`config.mk`:
```
export PLATFORM = sky130hd
export DESIGN_NAME = noc_flit_sink
export DESIGN_NICKNAME = d
export VERILOG_FILES = /design/src/rtl/noc_flit_sink.sv
export SDC_FILE = /design/constraint.sdc
export NUM_CORES = 1
export LEC_CHECK = 0
export CORE_MARGIN = 1
export CORE_UTILIZATION = 35
export DETAILED_ROUTE_END_ITERATION = 12
export GPL_TIMING_DRIVEN = 0
export SLEW_MARGIN = 20
export SYNTH_ARGS = -nofsm -noshare
export SYNTH_HDL_FRONTEND = slang
export SYNTH_SLANG_ARGS = --single-unit
```
`constraint.sdc`:
```
create_clock -name clk -period 9.75 [get_ports clk]
set_clock_uncertainty 0.15 [all_clocks]
set_input_delay 1.95 -clock clk [delete_from_list [all_inputs] [get_ports clk]]
set_output_delay 1.95 -clock clk [all_outputs]
set_load 0.02 [all_outputs]
```
`src/rtl/noc_flit_sink.sv`:
```
// Receiving endpoint for one router output port: buffers flits, drains and checks them.
// Optional pseudo-random drain throttle enabled by defining NOC_FLIT_SINK_THROTTLE_EN.
module noc_flit_sink #(
    parameter int         DEPTH    = 8,
    parameter int         AW       = 3,
    parameter logic [3:0] LOCAL_TO = 4'b0000
) (
    input  logic        clk,
    input  logic        reset,
    input  logic        write_in,
    input  logic [15:0] data_in,
    input  logic        drain_en,
    output logic        full,
    output logic        almost_full,
    output logic        flit_valid_out,
    output logic [15:0] flit_out,
    output logic [1:0]  last_src,
    output logic [15:0] rx_count,
    output logic [7:0]  seq_err_count,
    output logic        dest_err,
    output logic        valid_err,
    output logic        overflow_err
);

    localparam logic [1:0] ST_IDLE = 2'd0;
    localparam logic [1:0] ST_RUN  = 2'd1;
    localparam logic [1:0] ST_HOLD = 2'd2;

    localparam int          AF_INT   = DEPTH - 1;
    localparam logic [AW:0] FULL_LVL = DEPTH[AW:0];
    localparam logic [AW:0] AF_LVL   = AF_INT[AW:0];
    localparam logic [AW:0] ONE_LVL  = {{AW{1'b0}}, 1'b1};

    logic [15:0]   mem_q [DEPTH];
    logic [AW-1:0] wr_ptr_q;
    logic [AW-1:0] rd_ptr_q;
    logic [AW:0]   cnt_q;
    logic [AW:0]   cnt_d;
    logic [1:0]    state_q;
    logic [1:0]    state_d;
    logic [8:0]    exp_seq_q [4];
    logic          flit_valid_q;
    logic [15:0]   flit_q;
    logic [1:0]    last_src_q;
    logic [15:0]   rx_count_q;
    logic [7:0]    seq_err_q;
    logic          dest_err_q;
    logic          valid_err_q;
    logic          overflow_err_q;

    logic          empty_s;
    logic          push_s;
    logic          pop_s;
    logic          last_pop_s;
    logic          thr_ok_s;
    logic [15:0]   head_s;
    logic [8:0]    head_seq_s;
    logic [1:0]    head_src_s;

`ifdef NOC_FLIT_SINK_THROTTLE_EN
    logic [7:0] lfsr_q;

    // Fibonacci LFSR x^8+x^6+x^5+x^4+1, free-running
    always_ff @(posedge clk or posedge reset) begin
        if (reset) begin
            lfsr_q <= 8'hA5;
        end else begin
            lfsr_q <= {lfsr_q[6:0], lfsr_q[7] ^ lfsr_q[5] ^ lfsr_q[4] ^ lfsr_q[3]};
        end
    end

    assign thr_ok_s = lfsr_q[0];
`else
    assign thr_ok_s = 1'b1;
`endif

    // Backpressure comes only from registered occupancy, so a pop never frees a slot for the same-cycle write.
    assign empty_s     = (cnt_q == {(AW+1){1'b0}});
    assign full        = (cnt_q == FULL_LVL);
    assign almost_full = (cnt_q >= AF_LVL);

    assign push_s     = write_in & data_in[0] & ~full;
    assign pop_s      = ~empty_s & drain_en & thr_ok_s & (state_q != ST_HOLD);
    assign last_pop_s = pop_s & ~push_s & (cnt_q == ONE_LVL);

    assign head_s     = mem_q[rd_ptr_q];
    assign head_seq_s = head_s[15:7];
    assign head_src_s = head_s[6:5];

    // Occupancy next state
    always_comb begin
        cnt_d = cnt_q;
        case ({push_s, pop_s})
            2'b10:   cnt_d = cnt_q + 1'b1;
            2'b01:   cnt_d = cnt_q - 1'b1;
            default: cnt_d = cnt_q;
        endcase
    end

    // Drain FSM next state
    always_comb begin
        state_d = state_q;
        case (state_q)
            ST_IDLE: begin
                if (!empty_s && !last_pop_s) state_d = ST_RUN;
                else                         state_d = ST_IDLE;
            end
            ST_RUN: begin
                if (!drain_en)       state_d = ST_HOLD;
                else if (last_pop_s) state_d = ST_IDLE;
                else                 state_d = ST_RUN;
            end
            ST_HOLD: begin
                if (drain_en) state_d = ST_RUN;
                else          state_d = ST_HOLD;
            end
            default: state_d = ST_IDLE;
        endcase
    end

    // FIFO storage, pointers, occupancy and FSM state
    always_ff @(posedge clk or posedge reset) begin
        if (reset) begin
            for (int i = 0; i < DEPTH; i++) begin
                mem_q[i] <= 16'h0000;
            end
            wr_ptr_q <= {AW{1'b0}};
            rd_ptr_q <= {AW{1'b0}};
            cnt_q    <= {(AW+1){1'b0}};
            state_q  <= ST_IDLE;
        end else begin
            if (push_s) begin
                mem_q[wr_ptr_q] <= data_in;
                wr_ptr_q        <= wr_ptr_q + 1'b1;
            end
            if (pop_s) begin
                rd_ptr_q <= rd_ptr_q + 1'b1;
            end
            cnt_q   <= cnt_d;
            state_q <= state_d;
        end
    end

    // Drained-flit outputs and per-source sequence checking
    always_ff @(posedge clk or posedge reset) begin
        if (reset) begin
            flit_valid_q <= 1'b0;
            flit_q       <= 16'h0000;
            last_src_q   <= 2'b00;
            rx_count_q   <= 16'h0000;
            seq_err_q    <= 8'h00;
            dest_err_q   <= 1'b0;
            for (int s = 0; s < 4; s++) begin
                exp_seq_q[s] <= 9'd0;
            end
        end else begin
            flit_valid_q <= pop_s;
            if (pop_s) begin
                flit_q     <= head_s;
                last_src_q <= head_src_s;
                rx_count_q <= rx_count_q + 16'd1;
                if (head_s[4:1] != LOCAL_TO) begin
                    dest_err_q <= 1'b1;
                end
                // A mismatch resyncs to the received sequence so one gap costs one error.
                if ((head_seq_s != exp_seq_q[head_src_s]) && (seq_err_q != 8'hFF)) begin
                    seq_err_q <= seq_err_q + 8'd1;
                end
                exp_seq_q[head_src_s] <= head_seq_s + 9'd1;
            end
        end
    end

    // Sticky ingress error flags
    always_ff @(posedge clk or posedge reset) begin
        if (reset) begin
            valid_err_q    <= 1'b0;
            overflow_err_q <= 1'b0;
        end else begin
            if (write_in && full) begin
                overflow_err_q <= 1'b1;
            end
            if (write_in && !data_in[0]) begin
                valid_err_q <= 1'b1;
            end
        end
    end

    assign flit_valid_out = flit_valid_q;
    assign flit_out       = flit_q;
    assign last_src       = last_src_q;
    assign rx_count       = rx_count_q;
    assign seq_err_count  = seq_err_q;
    assign dest_err       = dest_err_q;
    assign valid_err      = valid_err_q;
    assign overflow_err   = overflow_err_q;

endmodule

```
==> impl_metrics.env, run 1 <==
export IMPL_fmax_ghz=0.213
export IMPL_hold_violations=0
export IMPL_clkLatencyLatePin_ps=510
export IMPL_ioPinCount=68
export IMPL_holdWs_ps=307
export IMPL_yosys_warnings=0
export IMPL_die_w_um=172
export IMPL_drc=0
export IMPL_rrSetupSlack_ps=5960
export IMPL_drt_iter0_drc=278
export IMPL_avgSynthCellArea_um2=14.0
export IMPL_initial_core_util=0.359
export IMPL_grt_use_total=0.153
export IMPL_htreeDepth=1
export IMPL_setup_slack_ps=5050
export IMPL_cts_buffers=25
export IMPL_vdd_drop_max_uv=148
export IMPL_grt_max_degree=96
export IMPL_netlist_area_um2=10100
export IMPL_startpoint_type="primary input"
export IMPL_total_power_uw=4570
export IMPL_rsz0062_at_grt="no"
export IMPL_grt_ovfl_total=0
export IMPL_vias=6002
export IMPL_cts_tree="built"
export IMPL_tightest_slew_ps=1020
export IMPL_place_congestion=0.745
export IMPL_die_y_um=172
export IMPL_clockBufferDepth=3
export IMPL_p_leak_uw=0.00523
export IMPL_clkSinkCount=220
export IMPL_yosys_top_cells_count="220 x dfrtp_1, 156 x mux2_2, 44 x nand2_1, 43 x mux2i_1, 32 x mux4_2"
export IMPL_cp_max_fo=11
export IMPL_routedWlPerCell_um=17.7
export IMPL_final_max_slew_viol_count=0
export IMPL_synth_seq_cells=220
export IMPL_dp_worst_setup_slack_ps=4450
export IMPL_synthArstFlopShare=1.00
export IMPL_synthTopCellsByArea="dfrtp_1 55%, mux2_2 17%, mux4_2 7.2%"
export IMPL_synth_edff_count=0
export IMPL_portBuffers=67
export IMPL_placementRows=61
export IMPL_postCtsSetupRepairBufs=0
export IMPL_cts_root_buffer="clkbuf_16"
export IMPL_arrival_ps=4990
export IMPL_min_period_over_period=0.482
export IMPL_dr_pass1_iters=5
export IMPL_power_density_nw_per_um2=378
export IMPL_drv_cap=0
export IMPL_regArea_um2=5510
export IMPL_yosys_most_used_dff="dfrtp_1"
export IMPL_worst_setup_path_end_kind="flip-flop"
export IMPL_diodes=0
export IMPL_syn_to_final_growth_pct=20.1
export IMPL_die_area_um2=29500
export IMPL_yosysMostFrequentCell="dfrtp_1"
export IMPL_slew_headroom=0.317
export IMPL_detail_route_vias_per_cell=4.94
export IMPL_dp_hpwl_um=14200
export IMPL_netlist_area_leader_share=0.546
export IMPL_setup_violations_final=0
export IMPL_path_clk_slew_ps=60
export IMPL_synthesis_nets=750
export IMPL_hold_buffers=0
export IMPL_grt_pass1_vias=6279
export IMPL_wl_um=21400
export IMPL_fin_crit_ps=4700
export IMPL_num_fill_cells=2671
export IMPL_yosysSeqAreaShare=0.546
export IMPL_yosysUniqueCellTypes=46
export IMPL_detail_route_antenna_nets=0
export IMPL_multiInputGateArea_um2=4340
export IMPL_status="complete, no violations"
export IMPL_yosysTopAreaCell="dfrtp_1"
export IMPL_postSynthCellCount=721
export IMPL_antenna_found_initial=0
export IMPL_critPathKind="in2reg"
export IMPL_drive_above_1_share=0.307
export IMPL_final_nets=847
export IMPL_fp_coreArea_um2=28100
export IMPL_cp_required_ps=10030
export IMPL_hold_class="reg2reg"
export IMPL_cts_resized_gates=0
export IMPL_grt_pass1_wl_um=34900
export IMPL_fin_util=0.431
## cell type report
class | count | share of cell area
clock buffers | 38 | 0.0607
well taps | 378 | 0.0391
repair buffers | 70 | 0.0606
clock inverters | 7 | 0.00527
inverters | 15 | 0.00527
plain buffers | 35 | 0.0153
flip-flops and latches | 220 | 0.455
multi-input cells | 451 | 0.359
## critical path: stages
cell and delay [ps]:
clkdlybuf4s50_1 500, nand3_1 290, clkinv_1 290, clkbuf_1 610
ha_1 390, or4b_2 600, a21oi_1 190, xor2_1 160
## cells in the final DEF, fill, tap and decap left out, drive strengths merged, types with 7 or more instances in the layout
| cell | synthesis | layout |
|---|---|---|
| dfrtp | 220 | 220 |
| ha | 9 | 9 |
| a21oi | 7 | 7 |
| clkinv | 1 | 7 |
| mux2 | 159 | 159 |
| xor2 | 8 | 8 |
| clkdlybuf4s50 | 0 | 67 |
| xnor2 | 30 | 30 |
| nand3 | 13 | 13 |
| nand4 | 8 | 8 |
| nor2 | 18 | 18 |
| nand2b | 8 | 8 |
| mux4 | 32 | 32 |
| mux2i | 44 | 44 |
| o21ai | 25 | 25 |
| clkbuf | 19 | 57 |
| buf | 16 | 19 |
| nand2 | 44 | 44 |
| inv | 14 | 14 |
## final timing paths
path                            cells after the start           end         start
max in group asynchronous                           4    mem_q[119]         reset
worst max-delay path                                8      cnt_q[3]      drain_en
worst max register to register                     11  exp_seq_q[8]   rd_ptr_q[1]
worst min register to register                      1  overflow_err  overflow_err
min in group asynchronous                           2      cnt_q[2]         reset
worst min-delay path                                1  overflow_err  overflow_err
## metal layers
| layer | wire length [µm] | GRT usage |
|---|---|---|
| met1 | 10200 | 0.215 |
| met2 | 10100 | 0.250 |
| met3 | 704 | 0.0212 |
| met4 | 392 | 0.0384 |
| met5 | 0 | 0 |
## registers in the layout, indices dropped and copies added, names as in the netlist, 2 cells and up
name	count
cnt_q	4
exp_seq_q	36
flit_out	16
mem_q	128
rd_ptr_q	3
rx_count	16
seq_err_count	8
state_q	2
wr_ptr_q	3
## metrics by stage
step / cells / TNS [ps] / cell area [µm²]
global placement: 1166 / -318800 / 11200
floorplan: 721 / 0 / 10100
finish: 1214 / 0 / 12100
global route: 1214 / 0 / 12100
CTS: 1214 / 0 / 12100
detailed placement: 1169 / 0 / 11300
## power by group
group          switching [µW]  leakage, µW  internal, µW
logic                    1060      0.00212          1050
clock network             362     0.000397           544
registers                 224      0.00271          1330
total                    1650      0.00523          2920
## kinds of logic after synthesis
family / share of synthesized area
simple gates: 0.0631
xor+xnor: 0.0330
flops: 0.546
buf+inv: 0.0240
fa+ha+maj: 0.0112
compound gates: 0.0282
mux: 0.294
Power figures use the tool's default switching activity.
==> run 2: changes to the inputs <==
==> constraint.sdc (replaced) <==
create_clock -name clk -period 4.65 [get_ports clk]
set_clock_uncertainty 0.15 [all_clocks]
set_input_delay 0.93 -clock clk [delete_from_list [all_inputs] [get_ports clk]]
set_output_delay 0.93 -clock clk [all_outputs]
set_load 0.02 [all_outputs]
==> impl_metrics.env, run 2 (same netlist as run 1, synthesis figures left out) <==
export IMPL_path_cells="clkbuf_1 -> buf_4 -> buf_4 -> mux4_2 -> mux2i_1 -> xnor2_1 -> nor4_4 -> a31oi_1 -> mux2_1"
export IMPL_num_fill_cells=2609
export IMPL_critPathSlowestCell="nor4_4"
export IMPL_cts_buffers=26
export IMPL_arrival_ps=4040
export IMPL_power_density_nw_per_um2=796
export IMPL_clkSinkCount=220
export IMPL_postCtsSetupRepairBufs=0
export IMPL_grt_pass1_vias=6215
export IMPL_final_max_slew_viol_count=0
export IMPL_worst_setup_path_end_kind="flip-flop"
export IMPL_htreeDepth=1
export IMPL_largestRegisters="mem_q (128), exp_seq_q (36)"
export IMPL_ioPinCount=68
export IMPL_syn_to_final_growth_pct=21.9
export IMPL_dr_pass1_iters=5
export IMPL_cts_root_buffer="clkbuf_16"
export IMPL_rsz0062_at_grt="no"
export IMPL_routedWlPerCell_um=17.9
export IMPL_diodes=0
export IMPL_place_congestion=0.745
export IMPL_die_area_um2=29500
export IMPL_largest_register="mem_q"
export IMPL_regArea_um2=5510
export IMPL_slew_headroom=0.300
export IMPL_dp_worst_setup_slack_ps=362
export IMPL_cts_resized_gates=0
export IMPL_drive_above_1_share=0.314
export IMPL_multiInputGateArea_um2=4340
export IMPL_fin_cells=1222
export IMPL_detail_route_vias_per_cell=4.96
export IMPL_largest_register_ffs=128
export IMPL_placed_cell_area_um2=11400
export IMPL_vias=6063
export IMPL_startpoint_type="flip-flop"
export IMPL_antenna_found_initial=0
export IMPL_fmax_ghz=0.264
export IMPL_final_nets=853
export IMPL_hold_path_cell_count=1
export IMPL_fin_crit_ps=3790
export IMPL_critPathKind="reg2reg"
export IMPL_max_stage_delay_ps=610
export IMPL_die_y_um=172
export IMPL_initial_core_util=0.359
export IMPL_hold_class="reg2reg"
export IMPL_hold_buffers=0
export IMPL_status="complete, no violations"
export IMPL_fin_util=0.437
export IMPL_cp_required_ps=4900
export IMPL_placed_cells=1174
export IMPL_die_w_um=172
export IMPL_mostFrequentLayoutCell="dfrtp_1"
export IMPL_tightest_slew_ps=1050
export IMPL_reg2reg_depth=9
export IMPL_drt_iter0_drc=303
export IMPL_p_leak_uw=0.00530
export IMPL_hold_violations=0
export IMPL_clkLatencyLatePin_ps=540
export IMPL_grt_use_total=0.158
export IMPL_cts_tree="built"
export IMPL_grt_pass1_wl_um=35600
export IMPL_vdd_drop_max_uv=316
export IMPL_final_cell_mix="220 x dfrtp_1, 156 x mux2_2, 67 x clkdlybuf4s50_1"
export IMPL_cp_num_cells=9
export IMPL_clockBufferDepth=3
export IMPL_min_period_over_period=0.816
export IMPL_crit_top_cell="buf_4"
export IMPL_cp_top_family="multiplexers"
export IMPL_wl_um=21900
export IMPL_grt_max_degree=34
export IMPL_placementRows=61
export IMPL_portBuffers=67
export IMPL_design_area_um2=12300
export IMPL_grt_ovfl_total=0
export IMPL_setup_violations_final=0
export IMPL_drc=0
export IMPL_cp_max_fo=10
export IMPL_path_clk_slew_ps=60
export IMPL_setup_slack_ps=858
export IMPL_detail_route_antenna_nets=0
export IMPL_dp_hpwl_um=14800
export IMPL_path_buf_inv=3
export IMPL_fp_coreArea_um2=28100
export IMPL_drv_cap=0
[run 2: cell count changes in the layout (fill, tap and decap cells not counted)]
| cell | before | now |
|---|---|---|
| buf_12 | 0 | 6 |
| buf_16 | 2 | 1 |
| bufinv_16 | 1 | 2 |
| clkbuf_16 | 25 | 26 |
| clkbuf_8 | 6 | 9 |
| clkinv_2 | 5 | 1 |
| clkinv_4 | 1 | 0 |
| clkinv_8 | 0 | 1 |
| clkinvlp_4 | 0 | 3 |
| inv_8 | 1 | 0 |
[run 2: area by class of cell]
cell class / instances / share of cell area
tap: 378 / 0.0385
clock inverter: 6 / 0.00784
multi-input combinational: 451 / 0.353
inverter: 15 / 0.00489
sequential: 220 / 0.448
timing repair buffer: 75 / 0.0672
buffer: 35 / 0.0151
clock buffer: 42 / 0.0652
[run 2: path summary, 6_finish.rpt]
check	from	to	slack, ps
max	rd_ptr_q[0]	seq_err_count[4]	860
min	overflow_err	overflow_err	310
max reg2reg	rd_ptr_q[0]	seq_err_count[4]	860
min reg2reg	overflow_err	overflow_err	310
max in group asynchronous	reset	mem_q[35]	2720
min in group asynchronous	reset	cnt_q[0]	610
[run 2: metrics by stage]
stage / hold slack [ps] / setup TNS, ps / power (µW)
final: 307 / 0 / 9780
after CTS: 310 / 0 / 9910
after detailed placement: 297 / 0 / 7790
after global placement: 289 / -239360 / 7670
after global routing: 328 / 0 / 10400
after floorplan: 279 / 0 / 6520
[run 2: power breakdown]
| part | switching (µW) | leakage (µW) | internal [µW] | total, µW |
|---|---|---|---|---|
| Combinational | 2230 | 0.00216 | 2220 | 4450 |
| Sequential | 466 | 0.00271 | 2780 | 3250 |
| Clock | 798 | 0.000433 | 1290 | 2080 |
| Total | 3500 | 0.00530 | 6280 | 9780 |
[run 2: layer usage]
| layer | wire, µm | share of wire | vias to the layer above | track usage |
|---|---|---|---|---|
| met4 | 461 | 0.021 | 0 | 0.0408 |
| met1 | 10100 | 0.46 | 3087 | 0.215 |
| li1 | - | - | 2829 | - |
| met2 | 10500 | 0.48 | 112 | 0.260 |
| met5 | 0 | 0 | - | 0 |
| met3 | 908 | 0.041 | 35 | 0.0265 |
==> run 3: changes to the inputs <==
==> constraint.sdc (replaced) <==
create_clock -name clk -period 3.3 [get_ports clk]
set_clock_uncertainty 0.15 [all_clocks]
set_input_delay 0.66 -clock clk [delete_from_list [all_inputs] [get_ports clk]]
set_output_delay 0.66 -clock clk [all_outputs]
set_load 0.02 [all_outputs]
==> impl_metrics.env, run 3 (same netlist as run 1, synthesis figures left out) <==
export IMPL_htreeDepth=1
export IMPL_initial_core_util=0.359
export IMPL_cp_max_fo=10
export IMPL_routedWlPerCell_um=17.8
export IMPL_largest_register_ffs=128
export IMPL_mostFrequentLayoutCell="dfrtp_1"
export IMPL_cts_buffers=26
export IMPL_grt_use_total=0.159
export IMPL_total_power_uw=14600
export IMPL_min_period_over_period=0.979
export IMPL_die_y_um=172
export IMPL_critPathKind="reg2reg"
export IMPL_largest_register="mem_q"
export IMPL_fin_crit_ps=3230
export IMPL_startpoint_type="flip-flop"
export IMPL_max_stage_delay_ps=450
export IMPL_clkLatencyLatePin_ps=540
export IMPL_fmax_ghz=0.310
export IMPL_p_leak_uw=0.00545
export IMPL_tightest_slew_ps=992
export IMPL_power_density_nw_per_um2=1160
export IMPL_critPathSlowestCell="dfrtp_1"
export IMPL_dr_pass1_iters=4
export IMPL_portBuffers=67
export IMPL_largestRegisters="mem_q (128), exp_seq_q (36)"
export IMPL_vdd_drop_max_uv=460
export IMPL_grt_pass1_vias=6254
export IMPL_place_congestion=0.745
export IMPL_drt_iter0_drc=277
export IMPL_clkSinkCount=220
export IMPL_hold_class="reg2reg"
export IMPL_final_nets=875
export IMPL_cts_tree="built"
export IMPL_fp_coreArea_um2=28100
export IMPL_path_clk_slew_ps=60
export IMPL_grt_max_degree=34
export IMPL_cp_required_ps=3570
export IMPL_setup_violations_final=0
export IMPL_cts_root_buffer="clkbuf_16"
export IMPL_vias=6147
export IMPL_path_cells="inv_1 -> ha_1 -> and3b_1 -> clkbuf_1 -> or3_1 -> clkbuf_1 -> nor3b_2 -> buf_4 -> buf_2 -> mux2_2"
export IMPL_detail_route_antenna_nets=0
export IMPL_arrival_ps=3500
export IMPL_worst_setup_path_end_kind="flip-flop"
export IMPL_crit_top_cell="clkbuf_1"
export IMPL_ioPinCount=68
export IMPL_clockBufferDepth=3
export IMPL_status="complete, no violations"
export IMPL_wl_um=22100
export IMPL_diodes=0
export IMPL_grt_pass1_wl_um=35800
export IMPL_dp_hpwl_um=14800
export IMPL_syn_to_final_growth_pct=25.6
export IMPL_grt_ovfl_total=0
export IMPL_die_w_um=172
export IMPL_hold_violations=0
export IMPL_antenna_found_initial=0
export IMPL_rsz0062_at_grt="yes"
export IMPL_drv_cap=0
export IMPL_drc=0
export IMPL_holdWs_ps=307
export IMPL_placementRows=61
export IMPL_final_max_slew_viol_count=0
export IMPL_rrSetupSlack_ps=70
export IMPL_drive_above_1_share=0.358
export IMPL_detail_route_vias_per_cell=4.94
export IMPL_slew_headroom=0.336
export IMPL_die_area_um2=29500
export IMPL_final_cell_mix="220 x dfrtp_1, 156 x mux2_2, 67 x clkdlybuf4s50_1"
export IMPL_hold_buffers=0
[run 3: changes by cell type in the layout (fill, tap and decap cells not counted), sizes merged]
cell,previous run,this run
clkdlybuf4s15,0,3
buf,24,43
[run 3: metrics by stage]
step                cell area, µm²  worst slack, ps   util  instances  setup TNS, ps
floorplan                    10100             -378      -        721         -83180
global placement             11200            -2190  0.400       1166        -513500
detailed placement           11400             -718  0.405       1174         -24920
CTS                          12400             13.9  0.443       1223              0
global route                 12700             -152  0.451       1244          -2480
finish                       12700             69.9  0.451       1244              0
[run 3: layout make-up]
type                    count  area, µm²
fillers                  2575      15400
multi-input cells         451       4480
clock inverters             6       96.3
repair buffers             97       1010
flip-flops and latches    220       5510
clock buffers              42        801
inverters                  15       61.3
well taps                 378        473
plain buffers              35        226
[run 3: critical path, delay by kind of cell, from the launching register on]
kind                       cells  cell delay (ps)
adders and majority gates      1              220
buffers and inverters          5              960
DFF                            1              450
muxes                          1              370
and+or+nand+nor                3              970
[run 3: final timing paths]
| path | startpoint | end | cells past startpoint |
|---|---|---|---|
| worst max-delay path | cnt_q[0] | mem_q[95] | 10 |
| worst min-delay path | overflow_err | overflow_err | 1 |
| worst max register to register | cnt_q[0] | mem_q[95] | 10 |
| worst min register to register | overflow_err | overflow_err | 1 |
| max in group asynchronous | reset | mem_q[3] | 5 |
| min in group asynchronous | reset | cnt_q[0] | 2 |
[run 3: repair_timing]
| action | CTS | global route |
|---|---|---|
| cloned | 0 | 1 |
| buffers inserted | 1 | 20 |
| pin swaps | 1 | 4 |
| endpoints found under the setup margin | 75 | 68 |
| resized for setup | 36 | 10 |
[run 3: report_power, final]
| part | internal (µW) | switching [µW] |
|---|---|---|
| Sequential | 3920 | 657 |
| Combinational | 3680 | 3440 |
| Clock | 1810 | 1120 |
| Total | 9420 | 5220 |
[run 3: routing by layer]
metal | up-vias | track usage | routed length [µm]
met5 | - | 0 | 0
met4 | 0 | 0.0415 | 423
met3 | 25 | 0.0278 | 715
met2 | 92 | 0.261 | 10700
met1 | 3163 | 0.215 | 10300
li1 | 2867 | - | -
